==> src/rtl/vram_arbiter.sv <==
// Shares the 4096x8 character buffer RAM between CPU MMIO and VGA scan-out.
// Latency: grant is combinational, read data returns 2 cycles after the grant.
// Backpressure: a requester holds req until its gnt; scan-out wins, CPU gets a slot within MAX_STREAK.
//
// Ports:
//   clock, reset                     system clock, synchronous active-high reset
//   cpu_req/we/addr/wdata -> cpu_gnt CPU MMIO request and same-cycle accept
//   cpu_rvalid, cpu_rdata            CPU read response (pulse + held data)
//   vga_req/addr -> vga_gnt          scan-out fetch request and same-cycle accept
//   vga_rvalid, vga_rdata            scan-out read response (pulse + held data)
//   ram_en/we/addr/wdata, ram_rdata  single-port RAM interface, rdata one cycle after ram_en
//   stall_clr, stall_cnt             saturating count of cycles the CPU waited
module vram_arbiter #(
   parameter int ADDR_W     = 12,
   parameter int DATA_W     = 8,
   parameter int MAX_STREAK = 4,
   parameter int STALL_W    = 16
) (
   input  logic              clock,
   input  logic              reset,
   input  logic              cpu_req,
   input  logic              cpu_we,
   input  logic [ADDR_W-1:0] cpu_addr,
   input  logic [DATA_W-1:0] cpu_wdata,
   output logic              cpu_gnt,
   output logic              cpu_rvalid,
   output logic [DATA_W-1:0] cpu_rdata,
   input  logic              vga_req,
   input  logic [ADDR_W-1:0] vga_addr,
   output logic              vga_gnt,
   output logic              vga_rvalid,
   output logic [DATA_W-1:0] vga_rdata,
   output logic              ram_en,
   output logic              ram_we,
   output logic [ADDR_W-1:0] ram_addr,
   output logic [DATA_W-1:0] ram_wdata,
   input  logic [DATA_W-1:0] ram_rdata,
   input  logic              stall_clr,
   output logic [STALL_W-1:0] stall_cnt
);

   localparam logic [3:0] STREAK_MAX = 4'(MAX_STREAK);

   // Consecutive VGA grants taken while the CPU was waiting.
   logic [3:0] streak;
   logic       streak_full;

   // Response tag for the read issued last cycle; ram_rdata belongs to it now.
   logic tag_vld;
   logic tag_cpu;

   assign streak_full = (streak == STREAK_MAX);

   // Scan-out wins unless the CPU has already yielded MAX_STREAK slots in a row.
   always_comb begin
      cpu_gnt = 1'b0;
      vga_gnt = 1'b0;
      if (!reset) begin
         if (cpu_req && (!vga_req || streak_full)) begin
            cpu_gnt = 1'b1;
         end else if (vga_req) begin
            vga_gnt = 1'b1;
         end
      end
   end

   assign ram_en    = cpu_gnt | vga_gnt;
   assign ram_we    = cpu_gnt & cpu_we;
   assign ram_wdata = cpu_wdata;

   always_comb begin
      ram_addr = '0;
      if (cpu_gnt) begin
         ram_addr = cpu_addr;
      end else if (vga_gnt) begin
         ram_addr = vga_addr;
      end
   end

   always_ff @(posedge clock) begin
      if (reset) begin
         streak     <= 4'd0;
         tag_vld    <= 1'b0;
         tag_cpu    <= 1'b0;
         cpu_rvalid <= 1'b0;
         vga_rvalid <= 1'b0;
         cpu_rdata  <= '0;
         vga_rdata  <= '0;
         stall_cnt  <= '0;
      end else begin
         // A CPU grant or a withdrawn CPU request ends the streak.
         if (cpu_gnt || !cpu_req) begin
            streak <= 4'd0;
         end else if (vga_gnt && !streak_full) begin
            streak <= streak + 4'd1;
         end

         // Writes produce no response, so only reads enter the pipeline.
         tag_vld <= ram_en & ~ram_we;
         tag_cpu <= cpu_gnt;

         cpu_rvalid <= tag_vld & tag_cpu;
         vga_rvalid <= tag_vld & ~tag_cpu;
         if (tag_vld && tag_cpu) begin
            cpu_rdata <= ram_rdata;
         end
         if (tag_vld && !tag_cpu) begin
            vga_rdata <= ram_rdata;
         end

         if (stall_clr) begin
            stall_cnt <= '0;
         end else if (cpu_req && !cpu_gnt && (stall_cnt != {STALL_W{1'b1}})) begin
            stall_cnt <= stall_cnt + 1'b1;
         end
      end
   end

endmodule

==> config.mk <==
export PLATFORM = sky130hd
export DESIGN_NAME = vram_arbiter
export DESIGN_NICKNAME = d
export VERILOG_FILES = /design/src/rtl/vram_arbiter.sv
export SDC_FILE = /design/constraint.sdc
export NUM_CORES = 1
export LEC_CHECK = 0
export CORE_MARGIN = 3
export CORE_UTILIZATION = 40
export CTS_BUF_LIST = sky130_fd_sc_hd__clkbuf_8
export DETAILED_ROUTE_END_ITERATION = 8
export PLACE_DENSITY_LB_ADDON = 0.15
export SYNTH_ARGS = -nofsm -noshare
export SYNTH_HDL_FRONTEND = slang
export SYNTH_SLANG_ARGS = --single-unit
export TNS_END_PERCENT = 20
==> constraint.sdc <==
create_clock -name clock -period 2.48 [get_ports clock]
set_input_delay 0.248 -clock clock [delete_from_list [all_inputs] [get_ports clock]]
set_output_delay 0.248 -clock clock [all_outputs]
set_load 0.03 [all_outputs]
Yosys cells after proc, flatten, opt, wreduce, memory -nomap -nowiden:

Index checks and enable logic that the tools add are counted.

* add/sub/neg operators: 2
* multipliers: 0
* divide/modulo/power cells: 0
* $lt $le $gt $ge: 0
* reductions and logical operators: 15
* shift operators: 0
* bitwise gates (word level): 7
* mux-type cells: 7
* equality and inequality tests: 2

Operator list (number)
* 12-bit two-way mux: 2
* 16-bit by 1-bit adder with 16-bit output (second input constant): 1
* 16-bit inequality test (second input constant): 1
* 1-bit logical AND: 6
* 1-bit zero test: 5
* 1-bit two-way mux: 5
* 4-bit by 1-bit adder with 4-bit output (second input constant): 1
* 1-bit AND: 4
* 4-bit by 3-bit == test with 1-bit output (second input constant): 1
* 2-bit OR reduction: 2
* 1-bit logical OR: 2
* 1-bit inverter: 2
* 1-bit OR: 1

* latch bits: 0
* memory bits (writable): 0
* flip-flop bits (word level): 40
* output and inout port bits: 58
* logic and storage cells: 41
* memories kept: 0
* bits in read-only memories: 0

Logic depth before layout (Yosys ltp):

* depth after elaboration: 8
* gate-level depth with buffers: 8

Worst setup path after synthesis:

Ideal clock, no wire load.

* path type: flip-flop to output port
* start point: register streak[0]
* end point: output port ram_addr[10]
* required time: 2232 ps
* cell stages (with the launch flop): 8
* arrival: 1863 ps
* slack: 369 ps
* cell sequence: dfxtp_1 inv_1 ha_1 nand2_1 nor2_1 a21oi_1 clkbuf_1 a22o_1

* word-level cells in the longest chain between the ends: 7
* elaborated cells between the ends (all ways): 9

Ends and longest elaborated chain
* from (decl): line 45 `logic [3:0] streak;`
* from (signal assigned): line 95 `streak <= streak + 4'd1;`
* 4-bit by 3-bit == test with 1-bit output: line 52 `assign streak_full = (streak == STREAK_MAX);`
* 1-bit logical OR: line 59 `if (cpu_req && (!vga_req || streak_full)) begin`
* 1-bit logical AND: line 59
* 1-bit two-way mux: line 59
* 1-bit two-way mux: line 58 `if (!reset) begin`
* net vga_gnt: line 30 `output logic vga_gnt,`
* 12-bit two-way mux: line 75 `end else if (vga_gnt) begin`
* 12-bit two-way mux: line 73 `if (cpu_gnt) begin`
* to (decl): line 35 `output logic [ADDR_W-1:0] ram_addr,`

The timed path passes the listed nets, and every way through them passes these cells.

Final worst setup path:

* start point: register streak[0]
* end point: output port ram_addr[6]

* word-level cells in the longest chain between the ends: 7
* elaborated cells between the ends (all ways): 9

Ends and longest elaborated chain (line)
* 4-bit by 3-bit == test with 1-bit output (*): 52
* 1-bit logical OR (*): 59
* 1-bit logical AND (*): 59
* 1-bit two-way mux: 59
* 1-bit two-way mux: 58
* 12-bit two-way mux: 75
* 12-bit two-way mux (*): 73

Mark *: on every way between the ends. The rest lies on a longest branch, timed or not.

==> results.md <==
* Die Span X at 74.59 µm
* DR pass1 iterations at 4
* Cells after synthesis at 227
* Antenna violations before repair at 0
* Count leader, synth: sky130_fd_sc_hd__dfxtp_1
* Setup repair after global routing missed its margin: false
* Buffers inserted during post-CTS setup optimization at 0
* Die height at 74.59 µm
* Min-delay worst type: reg2reg
* Root cell of the clock tree: sky130_fd_sc_hd__clkbuf_8
* Total Negative Setup Slacks at 0 ns
* Largest area contributor in the synthesized netlist: sky130_fd_sc_hd__dfxtp_1
* Routed length per instance at 13.36 µm
* Post-synthesis async set-or-reset flop share at 0
* Cell area after synthesis at 0.001882 mm²
* Synth warn at 0
* Status: complete, no violations
* Initial Utilization at 0.4234
* Number of rows in the core area at 24
* Final clock period utilization by the worst path at 0.8666
* Biggest area contributors in the synthesized netlist: sky130_fd_sc_hd__dfxtp_1 43%, sky130_fd_sc_hd__nand2_1 7.2%, sky130_fd_sc_hd__a22o_1 5.6%
* Max-slew headroom at 0.6444
* Final Hold Fails at 0
* Startpoint types: flip-flop
* Post_cts resized at 0
* Filler-free cell count of the finished design at 359
* Total routed wirelength at 4795 µm
* Number of global-route vias before repair at 1659
* Top-area cell type share of the netlist area at 0.4255
* Worst Path Max Fanout at 14
* Antenna Cells at 0
* Post-route clock skew at 0.006416 ns
* Remaining routing DRC violations at 0
* Worst Tran Pin Value at 0.5314 ns
* Weighted congestion at the end of routability-driven global placement at 0.8120
* Net count of the finished layout at 355
* Area of the die at 0.005564 mm²
* Post-Syn Nets at 276
* Number of levels in the clock H-tree at 2
* Post-DR vias/cell at 5.206
* Crit path required time at 2.23 ns
* Area inside the core boundary at 0.004444 mm²
* Highest achievable clock rate at 0.4653 GHz
* Share of cells above drive strength 1 at 0.1075
* Routed via count at 1869
* Sequential share of the synthesized area at 0.4255
* Number of buffers created by CTS at 5
* Count of hold-fix buffers inserted at cts at 0
* Area added between synthesis and finish at 48.47%
* Power Dens Cells at 474.8 mW/mm²
* Filler Cells Inserted at 415
* Clock-pin slew on the worst setup and hold paths at 0.08 ns
* All-Layer GR Usage at 0.1726
* Most frequent cells after synthesis: 40 x sky130_fd_sc_hd__dfxtp_1, 36 x sky130_fd_sc_hd__nand2_1, 22 x sky130_fd_sc_hd__nor2_1
* Leakage at 1.021 nW
* Number of max-cap violations at 0
* Final setup vio count at 0
* Total Power at 1.327 mW
* Utilization of the core after routing at 0.6287
* Placed insts at 351
* Total global routing overflow at 0
* Clock network latency to the later pin of the worst-skew pair at 0.29 ns
* Count of flip-flops with a built-in enable after synthesis at 0
* Summed area of non-filler cells in the final layout at 0.002794 mm²
* Input/output buffers at 87
* FF+latch count, synth at 40
* Mean area per synthesized cell at 8.290 µm²
* Critical path capture point type: output port
* Maximum vdd drop at 0.3339 mV
* Type of the worst setup path: reg2out
* Minimum period implied by the final worst setup slack at 2.149 ns
* CP Data Arrival Time at 1.90 ns
* 1st-iter DRT viols at 114
* CTS tree: yes
* Count of distinct cell types in the synthesized netlist at 42
* Most used flip-flop cell after synthesis: sky130_fd_sc_hd__dfxtp_1
* First-pass GRT wire length at 7534 µm
* Half-perimeter wire length after placement at 3656 µm
* Count of pins on the block boundary at 104
* Pins Over Slew Limit at 0
* Number of buffers on the longest clock path at 2
* Clock sink count at 40
* Pin count of the biggest net entering global routing at 29
* Placed cell area at 0.002706 mm²
* Remaining antenna violation count after routing at 0
layer usage:
| metal | track usage | share of wire | vias up |
|---|---|---|---|
| met3 | 0.03649 | 0.045 | 4 |
| met5 | 0 | 0 | - |
| met2 | 0.2780 | 0.48 | 46 |
| met4 | 0.04941 | 0.0094 | 0 |
| li1 | - | - | 948 |
| met1 | 0.2333 | 0.46 | 871 |
where the power goes:
group	switching (mW)	total (mW)	internal, mW
clock network	0.233	0.429	0.196
registers	0.0113	0.666	0.655
logic	0.117	0.232	0.115
final cells by class:
class | instances | area [µm²] | area share
Sequential cell | 40 | 800.8 | 0.2866
Clock inverter | 3 | 18.77 | 0.006717
Clock buffer | 5 | 68.82 | 0.02463
Tap cell | 52 | 65.06 | 0.02329
Multi-Input combinational cell | 163 | 958.4 | 0.3430
Inverter | 5 | 18.77 | 0.006717
Timing Repair Buffer | 91 | 863.3 | 0.3090
cells by family (layout without fill, tap and decap cells):
kind of cell,count (synthesis),count (layout),synth area share
AOI/OAI and AO/OA,49,49,0.1789
buffers and inverters,24,104,0.06516
and+or+nand+nor,103,103,0.2726
muxes,1,1,0.005319
DFF,40,40,0.4255
xor gates and xnor gates,7,7,0.03258
adders and majority gates,3,3,0.01995
flip-flops by register name (all words and copies together) (netlist names):
name / flops
vga_rvalid: 1
cpu_rdata: 8
vga_rdata: 8
cpu_rvalid: 1
stall_cnt: 16
tag_vld: 1
tag_cpu: 1
streak: 4
critical path, cell delays in order (launching register included):
cell	delay (ns)
sky130_fd_sc_hd__dfxtp_1	0.38
sky130_fd_sc_hd__inv_1	0.06
sky130_fd_sc_hd__ha_1	0.20
sky130_fd_sc_hd__nand2_1	0.07
sky130_fd_sc_hd__nor2_1	0.05
sky130_fd_sc_hd__nor2b_1	0.18
sky130_fd_sc_hd__nor3b_1	0.07
sky130_fd_sc_hd__buf_4	0.19
sky130_fd_sc_hd__a22o_1	0.24
sky130_fd_sc_hd__buf_4	0.17
worst paths after layout:
check                                          startpoint  slack (ns)  cells past startpoint                    endpoint
worst min register to register  vga_rdata[5]$_SDFFE_PP0P_        0.46                      2   vga_rdata[5]$_SDFFE_PP0P_
worst max register to register     streak[0]$_SDFFE_PP0P_        0.37                      7  stall_cnt[11]$_SDFFE_PP0P_
worst min-delay path            vga_rdata[5]$_SDFFE_PP0P_        0.46                      2   vga_rdata[5]$_SDFFE_PP0P_
worst max-delay path               streak[0]$_SDFFE_PP0P_        0.33                      9                 ram_addr[6]
placed cells by master (no fill, tap or decap), drive strengths merged, types with 2 or more instances in the layout:
| cell type | count |
|---|---|
| clkdlybuf4s50 | 72 |
| dfxtp | 40 |
| nand2 | 36 |
| nor2 | 22 |
| a21oi | 20 |
| buf | 19 |
| nand3 | 14 |
| a22o | 12 |
| inv | 5 |
| xnor2 | 5 |
| or3 | 5 |
| clkbuf | 5 |
| o21ai | 5 |
| nand4 | 4 |
| nor3 | 4 |
| ha | 3 |
| clkinv | 3 |
| nor2b | 2 |
| nor3b | 2 |
| nand2b | 2 |
| and2 | 2 |
| or2 | 2 |
| and4 | 2 |
| o311ai | 2 |
| o41ai | 2 |
| xor2 | 2 |
per-stage QoR:
stage / hold WS (ns) / worst slack [ns]
2_1_floorplan: 0.3840 / 0.3691
3_3_place_gp: 0.4442 / 0.3124
3_5_place_dp: 0.4487 / 0.2587
4_1_cts: 0.4599 / 0.3186
5_1_grt: 0.4804 / 0.1810
6_report: 0.4567 / 0.3308
No activity file was read; power rests on OpenSTA's default activity.
